<file path="src/rtl/div_tick_sched_pkg.sv">
// Shared types and default parameters for the div_tick_sched timer scheduler.
package div_tick_sched_pkg;

  localparam int unsigned N_DEF  = 4;
  localparam int unsigned CW_DEF = 16;
  localparam int unsigned TW_DEF = 5;

  typedef enum logic [1:0] {
    ST_IDLE = 2'd0,
    ST_LOAD = 2'd1,
    ST_RUN  = 2'd2,
    ST_DONE = 2'd3
  } state_e;

endpackage

</file>
<file path="src/rtl/div_tick_sched_arb.sv">
// rr_arbiter: N-way round-robin pick. The scan starts at ptr_i and wraps
// modulo N; outputs are combinational (one-hot grant, index, valid).
module rr_arbiter
  import div_tick_sched_pkg::*;
#(
  parameter int unsigned N  = N_DEF,
  parameter int unsigned IW = $clog2(N)
) (
  input  logic [N-1:0]  req_i,
  input  logic [IW-1:0] ptr_i,
  output logic [N-1:0]  gnt_c_o,
  output logic [IW-1:0] idx_c_o,
  output logic          valid_c_o
);

  int unsigned pos;

  // First requester at or after ptr_i in circular order wins.
  always_comb begin
    gnt_c_o   = '0;
    idx_c_o   = '0;
    valid_c_o = 1'b0;
    pos       = 0;
    for (int unsigned k = 0; k < N; k++) begin
      pos = (32'(ptr_i) + k) % N;
      if (!valid_c_o && req_i[IW'(pos)]) begin
        gnt_c_o[IW'(pos)] = 1'b1;
        idx_c_o           = IW'(pos);
        valid_c_o         = 1'b1;
      end
    end
  end

endmodule

</file>
<file path="src/rtl/div_tick_sched.sv">
// div_tick_sched: one countdown timer shared by N requesters. The timer
// counts rising edges of a requester-chosen clkdiv bit and pulses done to
// the owner when its count is exhausted.
// Build option: DIV_TICK_SCHED_ABORT_EN -- owner dropping req during RUN
// aborts the job (no done pulse). Undefined: the job always completes.
module div_tick_sched
  import div_tick_sched_pkg::*;
#(
  parameter int unsigned N  = N_DEF,
  parameter int unsigned CW = CW_DEF,
  parameter int unsigned TW = TW_DEF
) (
  input  logic            clk,
  input  logic            rst,
  input  logic [31:0]     clkdiv,
  input  logic [N-1:0]    req,
  input  logic [N*TW-1:0] tap,
  input  logic [N*CW-1:0] cnt,
  output logic [N-1:0]    gnt,
  output logic [N-1:0]    done,
  output logic            busy,
  output logic            tick
);

  localparam int unsigned IW = $clog2(N);

  localparam logic [1:0] S_IDLE = ST_IDLE;
  localparam logic [1:0] S_LOAD = ST_LOAD;
  localparam logic [1:0] S_RUN  = ST_RUN;
  localparam logic [1:0] S_DONE = ST_DONE;

  logic [1:0]    state_q, state_d;
  logic [IW-1:0] owner_q, owner_d;
  logic [IW-1:0] rr_ptr_q, rr_ptr_d;
  logic [N-1:0]  gnt_q, gnt_d;
  logic [N-1:0]  done_q, done_d;
  logic          busy_q, busy_d;
  logic          tick_q, tick_d;
  logic [CW-1:0] remaining_q, remaining_d;
  logic [TW-1:0] sel_tap_q, sel_tap_d;
  logic          prev_bit_q, prev_bit_d;

  logic [N-1:0]  arb_gnt_c;
  logic [IW-1:0] arb_idx_c;
  logic          arb_valid_c;
  logic [TW-1:0] own_tap_c;
  logic [CW-1:0] own_cnt_c;
  logic          live_bit_c;
  logic [IW-1:0] next_ptr_c;

  rr_arbiter #(
    .N  (N),
    .IW (IW)
  ) u_arb (
    .req_i     (req),
    .ptr_i     (rr_ptr_q),
    .gnt_c_o   (arb_gnt_c),
    .idx_c_o   (arb_idx_c),
    .valid_c_o (arb_valid_c)
  );

  // Owner's live configuration, only sampled in LOAD.
  assign own_tap_c  = tap[owner_q*TW +: TW];
  assign own_cnt_c  = cnt[owner_q*CW +: CW];
  assign live_bit_c = clkdiv[sel_tap_q];
  assign next_ptr_c = (owner_q == IW'(N - 1)) ? '0 : owner_q + IW'(1);

  // State and output registers.
  always_ff @(posedge clk or posedge rst) begin
    if (rst) begin
      state_q     <= S_IDLE;
      owner_q     <= '0;
      rr_ptr_q    <= '0;
      gnt_q       <= '0;
      done_q      <= '0;
      busy_q      <= 1'b0;
      tick_q      <= 1'b0;
      remaining_q <= '0;
      sel_tap_q   <= '0;
      prev_bit_q  <= 1'b0;
    end else begin
      state_q     <= state_d;
      owner_q     <= owner_d;
      rr_ptr_q    <= rr_ptr_d;
      gnt_q       <= gnt_d;
      done_q      <= done_d;
      busy_q      <= busy_d;
      tick_q      <= tick_d;
      remaining_q <= remaining_d;
      sel_tap_q   <= sel_tap_d;
      prev_bit_q  <= prev_bit_d;
    end
  end

  // Next-state and next-output logic for the IDLE/LOAD/RUN/DONE sequence.
  always_comb begin
    state_d     = state_q;
    owner_d     = owner_q;
    rr_ptr_d    = rr_ptr_q;
    gnt_d       = gnt_q;
    done_d      = '0;
    tick_d      = 1'b0;
    remaining_d = remaining_q;
    sel_tap_d   = sel_tap_q;
    prev_bit_d  = prev_bit_q;

    case (state_q)
      S_IDLE: begin
        // Grant of the previous owner drops here unless a new one is picked.
        gnt_d = arb_gnt_c;
        if (arb_valid_c) begin
          owner_d = arb_idx_c;
          state_d = S_LOAD;
        end
      end
      S_LOAD: begin
        // Seeding prev_bit with the current level hides an edge in this cycle.
        sel_tap_d   = own_tap_c;
        remaining_d = own_cnt_c;
        prev_bit_d  = clkdiv[own_tap_c];
        state_d     = (own_cnt_c == '0) ? S_DONE : S_RUN;
      end
      S_RUN: begin
        prev_bit_d = live_bit_c;
        if (live_bit_c && !prev_bit_q) begin
          tick_d = 1'b1;
          if (remaining_q == CW'(1)) begin
            state_d = S_DONE;
          end else begin
            remaining_d = remaining_q - CW'(1);
          end
        end
`ifdef DIV_TICK_SCHED_ABORT_EN
        if (!req[owner_q]) begin
          state_d     = S_IDLE;
          gnt_d       = '0;
          tick_d      = 1'b0;
          remaining_d = remaining_q;
          rr_ptr_d    = next_ptr_c;
        end
`endif
      end
      S_DONE: begin
        done_d   = gnt_q;
        rr_ptr_d = next_ptr_c;
        state_d  = S_IDLE;
      end
      default: begin
        state_d = S_IDLE;
      end
    endcase

    busy_d = (state_d != S_IDLE);
  end

  assign gnt  = gnt_q;
  assign done = done_q;
  assign busy = busy_q;
  assign tick = tick_q;

endmodule
</file>
<file path="config.mk">
export PLATFORM = sky130hd
export DESIGN_NAME = div_tick_sched
export DESIGN_NICKNAME = d
export VERILOG_FILES = /design/src/rtl/div_tick_sched_pkg.sv /design/src/rtl/div_tick_sched_arb.sv /design/src/rtl/div_tick_sched.sv
export SDC_FILE = /design/constraint.sdc
export NUM_CORES = 1
export LEC_CHECK = 0
export BUFFER_PORTS_ARGS = -buffer_cell sky130_fd_sc_hd__buf_2
export CORE_MARGIN = 2
export CORE_UTILIZATION = 51
export CTS_CLUSTER_DIAMETER = 50
export CTS_CLUSTER_SIZE = 14
export DETAILED_ROUTE_END_ITERATION = 6
export GPL_TIMING_DRIVEN = 1
export HOLD_SLACK_MARGIN = 0.03
export PLACE_DENSITY = 0.86
export SYNTH_ARGS = -nofsm -noshare
export SYNTH_HDL_FRONTEND = slang
export SYNTH_SLANG_ARGS = --single-unit
</file>
<file path="constraint.sdc">
create_clock -name clk -period 3.6 [get_ports clk]
set_clock_uncertainty 0.2 [all_clocks]
set_input_delay 1.08 -clock clk [delete_from_list [all_inputs] [get_ports clk]]
set_output_delay 1.08 -clock clk [all_outputs]
set_load 0.1 [all_outputs]
</file>
==> summary.txt <==
nets: 606
Max Fclk: 313 MHz
measured slew at the worst slew-check pin: 811 ps
Starting DRT DRC Count: 253
sequential share of the synthesized area: 26.3%
WP data required: 3580 ps
fin worst setup slack: 408 ps
CTS sink cnt: 38
initial antenna violation count: 0
Slew headroom: 45.8%
clock latency on the worst-skew pair: 290 ps
residual DRC count: 0
synthesized-area fraction occupied by adder cells: 5.53%
Data arrival, critical path: 3170 ps
max-slew violations: 0
Final Hold Viols: 0
Cells after Synth: 343
hpwl dp: 7880 um
origin of the critical flop-to-flop path: sel_tap_q[1]$_DFFE_PP0P_
Post-synth EDFFs: 0
Post-Synthesis Cell Area: 0.00362 mm2
flop2flop setup slack: 410 ps
FILL cells: 570
antenna diode count: 0
RD Place Congestion: 0.917
Synth Area per Inst: 10.6 um2
Crit Path Class: flip-flop to flip-flop
simple-gate share of the synthesized area: 15.1%
Design Area, Final: 0.00441 mm2
Setup Viol. Count Final: 0
Port-buffer cells: 131
H-tree lvl count: 2
Layout area overhead: 21.7%
Worst-path clk slew: 70 ps
GR Util All Layers: 26.5%
postcts setup bufs: 0
die width: 88.3 um
pin count of the biggest net entering global routing: 39
Max Cap Violations: 0
Metal-1 WL: 4020 um
Non-Filler Instances: 563
post-synthesis register bit count: 38
hold slack final: 305 ps
routed wl met3: 614 um
global-route wire length before repair: 16200 um
Hold Crit Depth: 1
status: finished, final reports clean
CP Max Fanout: 15
layout cell share with drive strength beyond 1: 41.1%
die area: 0.00779 mm2
met2 wire len: 5040 um
CTS resizes: 0
DR top layer: met4
CP endpoint kind: flip-flop
HP Start: gnt[2]$_DFFE_PP0N_
Top-Level Pins: 132
Synth Area in Compound Gates: 14.9%
Worst Setup SP: sel_tap_q[1]$_DFFE_PP0P_
Sequential Area: 951 um2
TritonCTS buffer count: 5
synth warn: 0
Static Leak: 2.01 nW
worst reg2reg path endpoint: remaining_q[7]$_DFFE_PP0P_
Startpoint Class: flip-flop
post-synthesis mux area share: 30.5%
worst vdd ir: 723 uV
number of core rows: 30
largest family of logic cells by synthesized area: multiplexers
hold_buf cts: 0
drt pass-1 iters: 5
RSZ-0062 raised after global routing: false
Placed Cells: 557
Final Cycle Share: 88.7%
DRT Wirelength: 9990 um
worst hold endpoint: done[2]$_DFF_PP0_
post-route setup TNS: 0 ps
CTS tree: yes
routed wire length per instance: 17.7 um
clk buf depth: 2
syn_nets: 481
Yosys cell types: 66
Pwr Density: 850 mW/mm2
min-delay worst type: flip-flop to flip-flop
initial core utilization: 53.0%
Post-synth ARST share: 100%
Multi-input gate area: 0.00246 mm2
placed instance area: 0.00432 mm2
global route overflow: 0
dominant synthesized flop cell: dfrtp_1
min Tclk post-route: 3190 ps
dpl ws: 162 ps
R2R depth: 8
Vias per Instance: 6.15
vias in the first global route: 3416
Root Driver: clkbuf_8
via total after detailed routing: 3460
XOR/XNOR Fraction of Synth Area: 1.94%
DRT antenna net count: 0
core box area: 0.00683 mm2
Die Ht: 88.3 um
report_power, final:
group / internal, mW / switching (mW) / leakage (nW)
registers: 0.628 / 0.272 / 0.460
logic: 1.10 / 1.46 / 1.51
clock network: 0.148 / 0.145 / 0.0431
worst max path at each step:
stage	to	slack, ps	cells after the start
final	remaining_q[7]$_DFFE_PP0P_	410	8
after floorplan	remaining_q[8]$_DFFE_PP0P_	480	8
after detailed placement	remaining_q[7]$_DFFE_PP0P_	160	9
after CTS	remaining_q[7]$_DFFE_PP0P_	400	8
after global routing	remaining_q[7]$_DFFE_PP0P_	180	8
after global placement	remaining_q[3]$_DFFE_PP0P_	260	9
synthesized netlist by cell type, types with 5 or more instances:
library cell	n	area (um2)
a211oi_1	5	37.5
a21oi_1	13	65.1
a221oi_1	5	43.8
a22oi_1	5	37.5
and2_1	6	37.5
buf_2	5	25.0
clkbuf_1	6	22.5
dfrtp_1	38	951
ha_1	16	200
inv_1	13	48.8
mux2_2	9	101
mux2i_1	32	320
mux4_2	28	631
nand2_1	12	45.0
nand3_1	5	25.0
nand4_1	5	31.3
nor2_1	30	113
nor3_1	7	35.0
o21ai_0	9	45.0
xor2_1	7	61.3
critical path, stage by stage, from the launching register on:
cell and delay, ps:
dfrtp_1 810, mux2i_1 150, mux4_2 490, and3_1 220, a2111oi_4 320, buf_4 260
nand4_1 150, xor2_1 200, a221oi_1 260
state kept, by name (all words and copies together) (netlist names):
signal and cells:
busy 1, remaining_q 16, state_q 2, done 4, owner_q 2, rr_ptr_q 2
tick 1, sel_tap_q 5, gnt 4, prev_bit_q 1
final cells by class:
| cell class | count | area share [%] |
|---|---|---|
| multi-input combinational | 268 | 55.8 |
| sequential | 38 | 21.6 |
| timing repair buffer | 140 | 16.7 |
| tap | 96 | 2.73 |
| clock buffer | 6 | 1.87 |
| inverter | 15 | 1.28 |
routing by layer:
metal | GRT usage, % | up-vias
met1 | 34.4 | 1669
met5 | 0 | -
met3 | 4.48 | 31
li1 | - | 1587
met4 | 10.7 | 0
met2 | 44.5 | 173
cell usage in the layout, fill, tap and decap left out, types with 8 or more instances in the layout:
cell type    n
nor2_1      30
inv_1       13
buf_4        8
ha_1        16
mux4_2      28
mux2i_1     32
a21oi_1     13
dfrtp_1     38
buf_2      131
nand2_1     12
mux2_2       9
o21ai_0      9
cells by family after synthesis:
logic type / Yosys count
fa+ha+maj: 16
xor+xnor: 8
simple gates: 100
buf+inv: 37
compound gates: 73
flops: 38
mux: 71
per-stage QoR:
stage	utilization [%]	total power, mW
floorplan	-	2.94
global placement	63.3	3.34
detailed placement	63.3	3.43
CTS	64.5	3.73
global route	64.5	4.02
finish	64.5	3.75
No activity file was read; power rests on OpenSTA's default activity.
